===== config.mk =====
export PLATFORM = sky130hd
export DESIGN_NAME = serial_pattern_tx_flat
export DESIGN_NICKNAME = d
export VERILOG_FILES = /design/src/rtl/serial_pattern_tx_if.sv /design/src/rtl/serial_pattern_tx.sv /design/src/flat_wrapper.sv
export SDC_FILE = /design/constraint.sdc
export NUM_CORES = 1
export LEC_CHECK = 0
export ABC_AREA = 0
export BUFFER_PORTS_ARGS = -buffer_cell sky130_fd_sc_hd__buf_4
export CAP_MARGIN = 30
export CORE_MARGIN = 2
export CORE_UTILIZATION = 40
export CTS_CLUSTER_DIAMETER = 80
export DETAILED_ROUTE_END_ITERATION = 7
export PLACE_DENSITY = 0.64
export SLEW_MARGIN = 20
export SYNTH_ARGS = -nofsm -noshare
export SYNTH_HDL_FRONTEND = slang
export SYNTH_SLANG_ARGS = --single-unit

===== constraint.sdc =====
create_clock -name clk_i -period 4.05 [get_ports clk_i]
set_clock_uncertainty 0.2 [all_clocks]
set_input_delay 0.2025 -clock clk_i [delete_from_list [all_inputs] [get_ports clk_i]]
set_output_delay 0.2025 -clock clk_i [all_outputs]
set_load 0.05 [all_outputs]

===== src/rtl/serial_pattern_tx_if.sv =====
// Host-to-transmitter request channel plus the serial output and status lines.
//   start_valid/start_ready : request handshake (host -> block)
//   pattern                 : WIDTH-bit frame, MSB sent first
//   rep                     : extra repetitions (transmissions = rep+1)
//   w                       : serial data bit
//   busy / done             : transmission in progress / one-cycle end pulse
interface serial_pattern_tx_if #(
  parameter int unsigned WIDTH    = 8,
  parameter int unsigned REPEAT_W = 4
);
  logic                start_valid;
  logic                start_ready;
  logic [WIDTH-1:0]    pattern;
  logic [REPEAT_W-1:0] rep;
  logic                w;
  logic                busy;
  logic                done;

  // Host side
  modport master (
    output start_valid, pattern, rep,
    input  start_ready, w, busy, done
  );

  // Transmitter side
  modport slave (
    input  start_valid, pattern, rep,
    output start_ready, w, busy, done
  );
endinterface


===== src/rtl/serial_pattern_tx.sv =====
// Serial pattern transmitter: accepts a pattern + repeat count on a valid/ready
// handshake and shifts the pattern out MSB-first on w, inserting GAP_CYCLES
// zero bits between repetitions, then pulses done for one cycle.
//   clk_i : rising-edge clock
//   rst_i : synchronous active-high reset
//   bus   : serial_pattern_tx_if.slave (handshake, pattern, rep, w, busy, done)
module serial_pattern_tx #(
  parameter int unsigned WIDTH      = 8,
  parameter int unsigned GAP_CYCLES = 2,
  parameter int unsigned REPEAT_W   = 4
) (
  input  logic                  clk_i,
  input  logic                  rst_i,
  serial_pattern_tx_if.slave    bus
);

  localparam int unsigned BW = $clog2(WIDTH);
  localparam int unsigned GW = (GAP_CYCLES > 1) ? $clog2(GAP_CYCLES) : 1;
  localparam logic [BW-1:0] BIT_LAST = BW'(WIDTH - 1);
  localparam logic [GW-1:0] GAP_LAST = (GAP_CYCLES > 0) ? GW'(GAP_CYCLES - 1) : '0;

  typedef enum logic [1:0] {
    S_IDLE  = 2'd0,
    S_SHIFT = 2'd1,
    S_GAP   = 2'd2,
    S_DONE  = 2'd3
  } state_e;

  state_e              state_q,  state_d;
  logic [WIDTH-1:0]    pat_q,    pat_d;
  logic [WIDTH-1:0]    shreg_q,  shreg_d;
  logic [REPEAT_W-1:0] reps_q,   reps_d;
  logic [BW-1:0]       bitcnt_q, bitcnt_d;
  logic [GW-1:0]       gapcnt_q, gapcnt_d;
  logic                w_q,      w_d;
  logic                busy_q,   busy_d;
  logic                ready_q,  ready_d;
  logic                done_q,   done_d;

  // State and output registers
  always_ff @(posedge clk_i) begin
    if (rst_i) begin
      state_q  <= S_IDLE;
      pat_q    <= '0;
      shreg_q  <= '0;
      reps_q   <= '0;
      bitcnt_q <= '0;
      gapcnt_q <= '0;
      w_q      <= 1'b0;
      busy_q   <= 1'b0;
      ready_q  <= 1'b1;
      done_q   <= 1'b0;
    end else begin
      state_q  <= state_d;
      pat_q    <= pat_d;
      shreg_q  <= shreg_d;
      reps_q   <= reps_d;
      bitcnt_q <= bitcnt_d;
      gapcnt_q <= gapcnt_d;
      w_q      <= w_d;
      busy_q   <= busy_d;
      ready_q  <= ready_d;
      done_q   <= done_d;
    end
  end

  // Next-state, datapath and output decode
  always_comb begin
    state_d  = state_q;
    pat_d    = pat_q;
    shreg_d  = shreg_q;
    reps_d   = reps_q;
    bitcnt_d = bitcnt_q;
    gapcnt_d = gapcnt_q;

    unique case (state_q)
      S_IDLE: begin
        // ready_q mirrors state==IDLE, so this is the accept condition
        if (bus.start_valid && ready_q) begin
          pat_d    = bus.pattern;
          shreg_d  = bus.pattern;
          reps_d   = bus.rep;
          bitcnt_d = BIT_LAST;
          state_d  = S_SHIFT;
        end
      end
      S_SHIFT: begin
        shreg_d  = {shreg_q[WIDTH-2:0], 1'b0};
        bitcnt_d = bitcnt_q - BW'(1);
        if (bitcnt_q == '0) begin
          if (reps_q == '0) begin
            state_d = S_DONE;
          end else begin
            reps_d   = reps_q - REPEAT_W'(1);
            shreg_d  = pat_q;
            bitcnt_d = BIT_LAST;
            if (GAP_CYCLES > 0) begin
              gapcnt_d = GAP_LAST;
              state_d  = S_GAP;
            end else begin
              state_d  = S_SHIFT;
            end
          end
        end
      end
      S_GAP: begin
        gapcnt_d = gapcnt_q - GW'(1);
        if (gapcnt_q == '0) begin
          state_d = S_SHIFT;
        end
      end
      S_DONE: begin
        state_d = S_IDLE;
      end
      default: begin
        state_d = S_IDLE;
      end
    endcase

    // Outputs are registered copies of the decode of the next state
    w_d     = (state_d == S_SHIFT) ? shreg_d[WIDTH-1] : 1'b0;
    busy_d  = (state_d != S_IDLE);
    ready_d = (state_d == S_IDLE);
    done_d  = (state_d == S_DONE);
  end

  assign bus.w           = w_q;
  assign bus.busy        = busy_q;
  assign bus.start_ready = ready_q;
  assign bus.done        = done_q;

endmodule

===== src/flat_wrapper.sv =====
// flat-port wrapper written by rule: the top's interface ports become plain ports
module serial_pattern_tx_flat 
#(
  parameter int unsigned WIDTH      = 8,
  parameter int unsigned GAP_CYCLES = 2,
  parameter int unsigned REPEAT_W   = 4
)
  (clk_i, rst_i, bus_start_valid, bus_pattern, bus_rep, bus_start_ready, bus_w, bus_busy, bus_done);
  serial_pattern_tx_if #(.WIDTH(WIDTH), .REPEAT_W(REPEAT_W)) bus_i ();
  input  logic clk_i;
  input  logic rst_i;
  input wire logic [$bits(bus_i.start_valid)-1:0] bus_start_valid;
  input wire logic [$bits(bus_i.pattern)-1:0] bus_pattern;
  input wire logic [$bits(bus_i.rep)-1:0] bus_rep;
  output wire logic [$bits(bus_i.start_ready)-1:0] bus_start_ready;
  output wire logic [$bits(bus_i.w)-1:0] bus_w;
  output wire logic [$bits(bus_i.busy)-1:0] bus_busy;
  output wire logic [$bits(bus_i.done)-1:0] bus_done;
  assign bus_i.start_valid = bus_start_valid;
  assign bus_i.pattern = bus_pattern;
  assign bus_i.rep = bus_rep;
  assign bus_start_ready = bus_i.start_ready;
  assign bus_w = bus_i.w;
  assign bus_busy = bus_i.busy;
  assign bus_done = bus_i.done;
  serial_pattern_tx #(.WIDTH(WIDTH), .GAP_CYCLES(GAP_CYCLES), .REPEAT_W(REPEAT_W)) u_core (.clk_i(clk_i), .rst_i(rst_i), .bus(bus_i));
endmodule

==> impl_metrics.toml <==
[power]
p_leak_nw = 0.685
power_mw = 1.33
peakVddDrop_v = 0.000235
p_int_mw = 0.759
p_comb_frac = 0.467
p_sw_mw = 0.573
p_clk_frac = 0.187
switching_share = 0.430
p_per_area_nw_per_um2 = 760
seqPwrFrac = 0.346

[synthesis]
synthTopCellsByCount = "dfxtp_1 (30), nand2_1 (25), a21oi_1 (19)"
yosysMostFrequentCell = "dfxtp_1"
synth_top_area_cell = "dfxtp_1"
yosys_most_used_dff = "dfxtp_1"
ys_ff_latch = 30
synth_area_leaders = "dfxtp_1 (41%), a21oi_1 (6.4%), nand2_1 (6.4%)"
netlist_area_um2 = 1480
synth_top_cell_area_share = 0.406
yosys_warnings = 0
synth_fp_nets = 197
ys_seq_area_frac = 0.406
synth_edf_count = 0
avgSynthCellArea_um2 = 8.40
ys_types = 40
synthCells = 176
synthArstFlopShare = 0

[cells_and_area]
areaGrowthSynthToFinish_pct = 18.5
nNetsFinal = 217
antenna_cells = 0
drive_above_1_share = 0.152

[placement]
port_buffers = 18
hpwl_um = 2180
place.gp.congestion = 0.751
dp_worst_setup_slack_ns = 1.10

[critical_path]
worstSetupStartpointType = "flip-flop"
crit_path_end_kind = "flip-flop"
worstSetupPathType = "reg2reg"
cp_max_fo = 25
arrival_ns = 2.94
crit_required_ns = 4.02

[global_routing]
grt-ovfl-total = 0
grt_pass1_wl_um = 5490
grt_max_degree = 30
antenna_found_initial = 0
track_usage = 0.171
grt_pass1_vias = 1223

[clock_tree]
clk_pin_slew_ns = 0.06
clock_path_buffers = 2
cts-root-buf = "clkbuf_8"
numCtsBuffers = 5
cts.sinks = 30
cts_tree = "built"
ctsResizeCount = 0
clock_latency_ns = 0.28
postCtsSetupRepairBufs = 0
htree_levels = 2

[run]
cap_violations = 0

[floorplan]
die_w_um = 64.8
fp-row-count = 22
die_h_um = 64.8
ioPinCount = 19
start_util = 0.410
dieArea_um2 = 4200
core_um2 = 3610

[route]
via_count = 1306
drtIter0Drc = 85
drt-wirelength-per-cell_um = 13.0
ant_nets = 0
routed_wl_um = 3190
vias_per_cell = 5.33
firstDrtPassIters = 4
drc = 0

[timing]
fin_ws_ns = 1.08
finalCriticalPeriod_ns = 2.97
fin_crit_sh = 0.734
hold_viol_final = 0
setup_viol = 0
holdWs_ns = 0.00677
tns_ns = 0
fmax_ghz = 0.337
worst_pin_slew_ns = 0.903
slew-limit-headroom = 0.398
slew_viol_final = 0
rsz0062_at_grt = "false"

[status]
outcome = "completed"

[hold_path]
min_path_type = "in2reg"
[registers in the layout, indices dropped and copies added, names as in the netlist]
name                    count
u_core.bitcnt_q             3
u_core.bus.busy             1
u_core.bus.done             1
u_core.bus.start_ready      1
u_core.bus.w                1
u_core.gapcnt_q             1
u_core.pat_q                8
u_core.reps_q               4
u_core.shreg_q              8
u_core.state_q              2
[per-stage QoR]
stage	cell area [µm²]	util	cells
after global routing	1750	0.486	245
after global placement	1590	0.441	230
after floorplan	1480	-	176
after detailed placement	1600	0.443	231
after CTS	1750	0.486	245
final	1750	0.486	245
[per-layer routing]
metal / up-vias / GRT usage / share of wire
met2: 15 / 0.278 / 0.48
met3: 8 / 0.0521 / 0.028
met5: - / 0 / 0
li1: 665 / - / -
met4: 0 / 0.0878 / 0.022
met1: 618 / 0.203 / 0.47
[worst paths after layout]
path / start / endpoint / slack (ns) / cells after the start
setup / recovery: u_core.state_q[1]$_SDFF_PP0_ / u_core.reps_q[0]$_SDFFE_PP0P_ / 1.08 / 6
hold / removal: bus_pattern[3] / u_core.pat_q[3]$_SDFFE_PP0P_ / 0.007 / 3
setup reg to reg: u_core.state_q[1]$_SDFF_PP0_ / u_core.reps_q[0]$_SDFFE_PP0P_ / 1.08 / 6
hold reg to reg: u_core.pat_q[5]$_SDFFE_PP0P_ / u_core.pat_q[5]$_SDFFE_PP0P_ / 0.26 / 2
[power groups by stage]
stage          clock, mW  sequential, mW  combinational (mW)
6_report           0.249           0.460               0.622
5_1_grt            0.272           0.472               0.701
4_1_cts            0.257           0.458               0.627
3_5_place_dp           0           0.464               0.618
3_3_place_gp           0           0.461               0.593
2_1_floorplan          0           0.489               0.495
[cell families (layout without fill, tap and decap cells)]
kind of cell | count (synthesis) | count (layout) | share of synthesized area
DFF | 30 | 30 | 0.406
muxes | 4 | 4 | 0.0271
adders and majority gates | 6 | 6 | 0.0508
and+or+nand+nor | 60 | 60 | 0.189
buffers and inverters | 23 | 44 | 0.0830
AOI/OAI and AO/OA | 53 | 53 | 0.244
[layout make-up]
type | instances | area, µm²
Clock buffer | 6 | 82.6
Clock inverter | 2 | 12.5
Fill cell | 365 | 1850
Inverter | 11 | 41.3
Multi-Input combinational cell | 123 | 754
Sequential cell | 30 | 601
Tap cell | 48 | 60.1
Timing Repair Buffer | 25 | 200
[worst max-delay path, stage by stage, from the launching register on]
cell and delay (ns):
dfxtp_1 0.32, inv_1 0.10, ha_1 0.76, and2b_1 0.29, or2_1 0.61, nand2_1 0.19
o311a_1 0.38
[layout by cell type, fill, tap and decap left out, drive strengths merged, types with 2 or more instances in the layout]
cell type    count
or2              2
nor2b            3
inv             11
a21oi           19
clkbuf           6
ha               6
a31oi            6
o31ai            3
mux2i            4
and3             2
nand2           25
a311oi          10
o21ai            3
dlygate4sd3      6
nand3            2
o21a             2
nand2b           3
dfxtp           30
nor2            15
a31o             2
buf             19
[what timing repair did]
item,in CTS,in global routing
hold buffers,6,0
hold endpoints to repair,6,0
endpoints found under the setup margin,0,0
Power figures use the tool's default switching activity.
